## src/rtl/control_unit.sv

```systemverilog
// Hardwired Moore control FSM for data_path: fetch, decode, data-processing,
// word/byte load/store and branch(-with-link), with a MOC timeout guard.
module control_unit #(
  parameter int MOC_TIMEOUT = 16
) (
  input  logic        clk,
  input  logic        clr,
  input  logic [31:0] IR,
  input  logic        MOC,
  input  logic        Cond,
  output logic        SE,
  output logic        FR_ld,
  output logic        RF_ld,
  output logic        IR_ld,
  output logic        MAR_ld,
  output logic        MDR_ld,
  output logic        R_W,
  output logic        MOV,
  output logic [1:0]  size,
  output logic        MA_1,
  output logic        MA_0,
  output logic        MB_1,
  output logic        MB_0,
  output logic        MC_2,
  output logic        MC_1,
  output logic        MC_0,
  output logic        MD,
  output logic        ME,
  output logic [4:0]  OP,
  output logic        fault,
  output logic [4:0]  state
);

  localparam logic [4:0] OP_ADD   = 5'b00100;
  localparam logic [4:0] OP_SUB   = 5'b00010;
  localparam logic [4:0] OP_MOVB  = 5'b01101;
  localparam logic [4:0] OP_PASSA = 5'b10000;
  localparam logic [4:0] OP_INC4  = 5'b10001;

  localparam int CW = (MOC_TIMEOUT > 1) ? $clog2(MOC_TIMEOUT) : 1;

  typedef enum logic [4:0] {
    S_RESET = 5'd0,
    S_F1, S_F2, S_F3, S_F4, S_DEC,
    S_DP, S_LSA, S_LD1, S_LD2, S_ST1, S_ST2,
    S_BL, S_BR, S_FAULT
  } state_t;

  state_t        cur, nxt;
  logic [CW-1:0] wait_cnt;
  logic          mem_wait;
  logic          timeout;
  logic [1:0]    ma, mb;
  logic [2:0]    mc;
  logic [1:0]    ls_size;
  logic          unused_ir;

  assign unused_ir = ^{IR[31:28], IR[21], IR[19:0]};

  assign mem_wait = (cur == S_F3) || (cur == S_LD1) || (cur == S_ST2);
  assign timeout  = (MOC_TIMEOUT != 0) && (wait_cnt == CW'(MOC_TIMEOUT - 1));
  assign ls_size  = IR[22] ? 2'b00 : 2'b10;

  // The wait counter only runs while a memory state is held; every exit clears it,
  // so each memory state is entered with a count of zero.
  always_ff @(posedge clk or posedge clr) begin
    if (clr) begin
      cur      <= S_RESET;
      wait_cnt <= '0;
    end else begin
      cur <= nxt;
      if (mem_wait && !MOC && (nxt == cur))
        wait_cnt <= wait_cnt + 1'b1;
      else
        wait_cnt <= '0;
    end
  end

  always_comb begin
    nxt    = cur;
    SE     = 1'b0;
    FR_ld  = 1'b0;
    RF_ld  = 1'b0;
    IR_ld  = 1'b0;
    MAR_ld = 1'b0;
    MDR_ld = 1'b0;
    R_W    = 1'b0;
    MOV    = 1'b0;
    size   = 2'b00;
    ma     = 2'b00;
    mb     = 2'b00;
    mc     = 3'b000;
    MD     = 1'b0;
    ME     = 1'b0;
    OP     = 5'b00000;
    fault  = 1'b0;
    case (cur)
      S_RESET: nxt = S_F1;
      S_F1: begin
        ma = 2'b10; mb = 2'b11; MD = 1'b1; OP = OP_PASSA; MAR_ld = 1'b1;
        nxt = S_F2;
      end
      S_F2: begin
        ma = 2'b10; MD = 1'b1; OP = OP_INC4; mc = 3'b001; RF_ld = 1'b1;
        nxt = S_F3;
      end
      S_F3: begin
        MOV = 1'b1; R_W = 1'b1; size = 2'b10;
        if (MOC)          nxt = S_F4;
        else if (timeout) nxt = S_FAULT;
      end
      S_F4: begin
        MOV = 1'b1; R_W = 1'b1; size = 2'b10; IR_ld = 1'b1;
        nxt = S_DEC;
      end
      S_DEC: begin
        if (!Cond)                   nxt = S_F1;
        else if (IR[27:26] == 2'b00)  nxt = S_DP;
        else if (IR[27:25] == 3'b010) nxt = S_LSA;
        else if (IR[27:25] == 3'b101) nxt = IR[24] ? S_BL : S_BR;
        else                         nxt = S_F1;
      end
      // Test/compare opcodes (IR[24:23]=10) only update flags.
      S_DP: begin
        mb = 2'b01; RF_ld = (IR[24:23] != 2'b10); FR_ld = IR[20];
        nxt = S_F1;
      end
      S_LSA: begin
        mb = 2'b01; MD = 1'b1; OP = IR[23] ? OP_ADD : OP_SUB; MAR_ld = 1'b1;
        nxt = IR[20] ? S_LD1 : S_ST1;
      end
      S_LD1: begin
        MOV = 1'b1; R_W = 1'b1; size = ls_size; MDR_ld = 1'b1;
        if (MOC)          nxt = S_LD2;
        else if (timeout) nxt = S_FAULT;
      end
      S_LD2: begin
        mb = 2'b10; MD = 1'b1; OP = OP_MOVB; RF_ld = 1'b1;
        nxt = S_F1;
      end
      S_ST1: begin
        ma = 2'b01; mb = 2'b11; MD = 1'b1; OP = OP_PASSA; ME = 1'b1; MDR_ld = 1'b1;
        nxt = S_ST2;
      end
      S_ST2: begin
        MOV = 1'b1; size = ls_size;
        if (MOC)          nxt = S_F1;
        else if (timeout) nxt = S_FAULT;
      end
      S_BL: begin
        ma = 2'b10; mb = 2'b11; MD = 1'b1; OP = OP_PASSA; mc = 3'b100; RF_ld = 1'b1;
        nxt = S_BR;
      end
      S_BR: begin
        ma = 2'b10; mb = 2'b01; MD = 1'b1; OP = OP_ADD; mc = 3'b001; RF_ld = 1'b1;
        nxt = S_F1;
      end
      S_FAULT: begin
        fault = 1'b1;
        nxt   = S_FAULT;
      end
      default: nxt = S_RESET;
    endcase
  end

  assign MA_1  = ma[1];
  assign MA_0  = ma[0];
  assign MB_1  = mb[1];
  assign MB_0  = mb[0];
  assign MC_2  = mc[2];
  assign MC_1  = mc[1];
  assign MC_0  = mc[0];
  assign state = cur;

endmodule

```

## config.mk

```make
export PLATFORM = sky130hd
export DESIGN_NAME = control_unit
export DESIGN_NICKNAME = d
export VERILOG_FILES = /design/src/rtl/control_unit.sv
export SDC_FILE = /design/constraint.sdc
export NUM_CORES = 1
export LEC_CHECK = 0
export ABC_AREA = 1
export CAP_MARGIN = 20
export CELL_PAD_IN_SITES_DETAIL_PLACEMENT = 0
export CELL_PAD_IN_SITES_GLOBAL_PLACEMENT = 1
export CORE_MARGIN = 4
export CORE_UTILIZATION = 21
export DETAILED_ROUTE_END_ITERATION = 10
export PLACE_DENSITY = 0.82
export SYNTH_ARGS = -nofsm -noshare
export SYNTH_HDL_FRONTEND = slang
export SYNTH_SLANG_ARGS = --single-unit
```

## constraint.sdc

```tcl
create_clock -name clk -period 1.8 [get_ports clk]
set_input_delay 0.18 -clock clk [delete_from_list [all_inputs] [get_ports clk]]
set_output_delay 0.18 -clock clk [all_outputs]
set_load 0.05 [all_outputs]
```

# ---- Yosys cells after proc, flatten, opt, wreduce, memory -nomap -nowiden
# Index checks and enable logic that the tools add are counted.
dict set report word_totals {
  regBits 9
  latch_bits 0
  elab_cells 71
  n_memories 0
  romBits 0
  input_bits 36
  output_inout_bits 30
  ram_bits 0
}
dict set report classes {
  div_mod_pow 0
  reduce_logical 20
  eq_ne 19
  mul 0
  shift 0
  magnitude_cmp 0
  muxes 29
  n_addsub 1
  bitwise_logic 0
}
# op n
set ops {}
lappend ops {{5-bit one-hot mux with 12 select lines} 1}
lappend ops {{5-bit by 4-bit equality test with 1-bit output (second input constant)} 7}
lappend ops {{5-bit one-hot mux with 5 select lines} 1}
lappend ops {{5-bit by 3-bit equality test with 1-bit output (second input constant)} 4}
lappend ops {{4-bit 2-to-1 mux} 5}
lappend ops {{5-bit 2-to-1 mux} 4}
lappend ops {{4-bit OR reduction} 4}
lappend ops {{5-bit by 2-bit equality test with 1-bit output (second input constant)} 2}
lappend ops {{1-bit 2-to-1 mux} 10}
lappend ops {{2-bit OR reduction} 5}
lappend ops {{3-bit OR reduction} 3}
lappend ops {{2-bit one-hot mux with 2 select lines} 2}
lappend ops {{7-bit OR reduction} 1}
lappend ops {{2-bit one-hot mux with 3 select lines} 1}
lappend ops {{3-bit one-hot mux with 2 select lines} 1}
lappend ops {{5-bit by 1-bit equality test with 1-bit output (second input constant)} 1}
lappend ops {{5-bit equality test} 1}
lappend ops {{5-bit logical NOT} 1}
lappend ops {{4-bit by 1-bit adder with 4-bit output (second input constant)} 1}
lappend ops {{4-bit equality test (second input constant)} 1}
lappend ops {{2-bit 2-to-1 mux} 2}
lappend ops {{3-bit by 2-bit equality test with 1-bit output (second input constant)} 1}
lappend ops {{3-bit equality test (second input constant)} 1}
lappend ops {{3-bit 2-to-1 mux} 1}
lappend ops {{6 further kinds} 8}

# ---- Longest topological paths before layout
dict set report depth {
  ltp_word 9
  mapped_depth 10
  depth_no_buf 9
}

# ---- Worst setup path after synthesis
# Ideal clock, no wire load.
dict set report synth_timing {
  kind {reg2out}
  start {reg cur[0], in the netlist state[0]}
  end {out MD}
  path_slack_ns -0.910
  required_time_ns 1.620
  n_path_buf 0
  stages_incl_launch_ff 9
  arrival_time_ns 2.530
  path_cell_list {dfrtp_1 > inv_2 > nor2_4 > inv_1 > nor2_2 > inv_1 > nand2_1 > a21oi_1 > nand4_1}
}
dict set report synth_via {
  elab_chain_cells 3
  word_cells_on_any_way 9
  classes_between {7 x eq/ne; 1 x mux; 1 x reduce/logical}
}
# item line
set synth_rtl {}
lappend synth_rtl {{start, declared} 49} ;# state_t cur, nxt;
lappend synth_rtl {{start signal, assigned} 71} ;# cur <= nxt;
lappend synth_rtl {{5-bit by 4-bit equality test with 1-bit output (tied with other cells)} 97} ;# case (cur)
lappend synth_rtl {{7-bit OR reduction (no line) *} n/a}
lappend synth_rtl {{1-bit 2-to-1 mux *} 97}
lappend synth_rtl {{end, declared} 27} ;# output logic MD,
# Mark *: on every way between the ends. The rest lies on a longest branch, timed or not.

# ---- Worst setup path in the final report
dict set report layout_timing {
  start {reg cur[4], in the netlist state[4]}
  end {out MD}
}
# The elaborated chain is that of the path after synthesis.

==> metrics <==
outcome=finished, final reports clean; CP max-delay cell=sky130_fd_sc_hd__dfrtp_2; post-synth cell types=24; Core Box Area=approximately 4000 um2; Final Hold Violating Endpoints=0; period utilization=0.987; origin of the critical flop-to-flop path=state[0]$_DFF_PP0_; filler cell count in the final layout=380; kind of critical path=reg2out; DIE WIDTH=around 72 um; detailed-route vias per instance=4.29; area enclosed by the die boundary=between 5000 and 6000 um2; fraction of layout cells with a size suffix above 1=0.421; vias after detailed routing=between 1k and 1.5k; final setup violating endpoints=0; mean post-synth cell area=approximately 6 um2; Ports=66; number of remaining DRC errors=0; sum of net half-perimeters after detailed placement=approximately 2.3 mm; critical path required time=around 1.6 ns; CTS tree=yes; cell count of the worst reg-to-reg path=9; end of the worst register-to-register path=wait_cnt[2]$_DFF_PP0_; mapped cell area=slightly below 900 um2; sum of overflow across all layers after global routing=0; stage delay of the slowest cell on the critical path=~0.44 ns; total clock buffers created by CTS=3; synthesized netlist cell count=around 140; maximum number of pins on one net before global-route repair=10; Final #Nets=roughly 230; initial standard-cell utilization of the core=0.216; Critical Path, Cell by Cell=inv_4 -> nand2_4 -> nor2_4 -> inv_2 -> nor2_4 -> inv_4 -> nand2_8 -> a21oi_2 -> nand4_1 -> buf_12; flops & latches, synth=9; detailed router's first-iteration violation count=38; count of input and output buffers=37; number of cells in the finished layout apart from fillers=approximately 250; cell count after placement=roughly 230; post-detailed-route count of antenna-violating nets=0; max-slew violations=0; CTS sink cnt=9; initial antenna violation count=0; clock transition at the register clock pins on the worst setup and hold paths after CTS=0.04 ns; peak supply drop=between 0.0004 and 0.0005 V; Critical Path Source Type=flip-flop; clk buf depth=2; Max H-tree Level=1; number of global-route vias before repair=977; yosys warns=0; row cnt=23; final worst clock skew=between 0.0008 and 0.0009 ns; maximum fanout encountered on the critical timing path=4; DR WL/cell=around 11 um; min Tclk post-route=about 1.8 ns; setup repair after global routing missed its margin=true; worst hold-check path type=in2async; power per cell area=approximately 990 nW/um2; final WL=between 2 and 3 mm; Max Clk Rate=0.563 GHz; CP Data Arrival Time=about 1.6 ns; reg-to-reg setup timing slack=between 0.2 and 0.3 ns; kind of end point of the critical path=output port; total of max-cap violations=0; detailed-routing iteration count for the pre-antenna-repair pass=4; number of antenna cells inserted=0; leakage dissipation=0.874 nW; GRT Util Overall=0.108; Clk Latency, worst-skew pair=0.23 ns; Area Overhead vs Synth=102%; gp weighted congestion=0.824; first-pass GRT wire length=4.53 mm; CTS root buffer=sky130_fd_sc_hd__clkbuf_8; sequential-to-total area share from yosys stat=0.260; Total Negative Setup Slacks=0 ns; die outline height=~72 um
timing repair:
item / 4_1_cts / 5_1_grt
gates resized for setup: 5 / 12
gates cloned: 0 / 0
pin swaps: 4 / 6
hold buffers: 0 / 0
buffers inserted: 4 / 5
setup endpoints to repair: 8 / 15
endpoints found under the hold margin: 0 / 0
kinds of logic after synthesis:
kind of cell	after synthesis	share of synthesized area
other	1	0.00434
xor gates and xnor gates	2	0.0203
AOI/OAI and AO/OA	14	0.0897
and+or+nand+nor	85	0.460
buffers and inverters	29	0.151
adders and majority gates	1	0.0145
DFF	9	0.260
cells in the final DEF, fill, tap and decap left out, drive strengths merged, types with 2 or more instances in the layout:
cell,count
a21oi,6
buf,40
clkbuf,4
clkdlybuf4s50,11
clkinv,2
conb,4
dfrtp,9
inv,23
nand2,41
nand3,11
nand4,7
nor2,24
nor3,2
o21ai,6
cells in the mapped netlist:
cell type                  count  share of area
sky130_fd_sc_hd__buf_6         1          0.013
sky130_fd_sc_hd__a21oi_1       6          0.035
sky130_fd_sc_hd__dfrtp_1       9           0.26
sky130_fd_sc_hd__xnor2_1       1          0.010
sky130_fd_sc_hd__xor2_1        1          0.010
sky130_fd_sc_hd__inv_1        22          0.096
sky130_fd_sc_hd__o21ai_0       5          0.029
sky130_fd_sc_hd__conb_1        1         0.0043
sky130_fd_sc_hd__nand2_2       1         0.0072
sky130_fd_sc_hd__nor2_1       19          0.082
sky130_fd_sc_hd__buf_4         3          0.026
sky130_fd_sc_hd__nand3_1       8          0.046
sky130_fd_sc_hd__ha_1          1          0.014
sky130_fd_sc_hd__nor2_2        2          0.014
sky130_fd_sc_hd__nor2_4        3          0.039
sky130_fd_sc_hd__a21o_1        1         0.0087
sky130_fd_sc_hd__o22ai_1       1         0.0072
sky130_fd_sc_hd__nand2_1      40           0.17
sky130_fd_sc_hd__nand3_2       3          0.035
sky130_fd_sc_hd__o21ai_2       1          0.010
sky130_fd_sc_hd__clkinv_2      2          0.012
sky130_fd_sc_hd__inv_2         1         0.0043
sky130_fd_sc_hd__nor3_1        2          0.012
sky130_fd_sc_hd__nand4_1       7          0.051
state kept, by name, indices dropped and copies added (netlist names):
| register | cells |
|---|---|
| state | 5 |
| wait_cnt | 4 |
cell type report:
cell class                 count  area (um2)  share of cell area
tap                           50        62.6              0.0358
inverter                      25         106              0.0609
multi-input combinational    106         614               0.352
clock buffer                   4        45.0              0.0258
timing repair buffer          51         686               0.393
sequential                     9         231               0.133
per-layer routing:
| metal | track usage | routed length, um | vias up |
|---|---|---|---|
| met5 | 0 | 0 | - |
| met4 | 0.0251 | 7 | 0 |
| met2 | 0.178 | 1350 | 25 |
| met3 | 0.0125 | 127 | 2 |
| met1 | 0.150 | 1280 | 473 |
| li1 | - | - | 551 |
worst max-delay path by stage:
stage / cells past startpoint / start / to
6_report: 10 / state[4]$_DFF_PP0_ / MD
5_1_grt: 10 / state[4]$_DFF_PP0_ / MD
4_1_cts: 9 / state[3]$_DFF_PP0_ / MD
3_5_place_dp: 4 / state[3]$_DFF_PP0_ / OP[2]
3_3_place_gp: 4 / state[3]$_DFF_PP0_ / OP[2]
2_1_floorplan: 9 / state[4]$_DFF_PP0_ / MD
report_power, final:
part / switching, mW / total (mW) / internal [mW]
clock: 0.0727 / 0.226 / 0.154
sequential: 0.0482 / 0.280 / 0.232
combinational: 0.733 / 1.22 / 0.489
total: 0.854 / 1.73 / 0.874
per-stage QoR:
step / utilization / worst slack, ns / cell area (um2) / power, mW / hold slack, ns
finish: 0.436 / 0.0227 / 1750 / 1.73 / 0.229
global route: 0.436 / -0.0638 / 1750 / 1.82 / 0.256
CTS: 0.418 / -0.0196 / 1670 / 1.69 / 0.227
detailed placement: 0.395 / 0.118 / 1580 / 1.41 / 0.454
global placement: 0.395 / 0.114 / 1580 / 1.40 / 0.448
floorplan: - / -0.331 / 932 / 0.907 / 0.00758
critical path: cells and delay by family (launching register included):
| family | cells | cell delay [ns] |
|---|---|---|
| DFF | 1 | 0.44 |
| and+or+nand+nor | 5 | 0.53 |
| buffers and inverters | 4 | 0.36 |
| AOI/OAI and AO/OA | 1 | 0.04 |
Note: power is estimated with default switching activity, not from simulation.
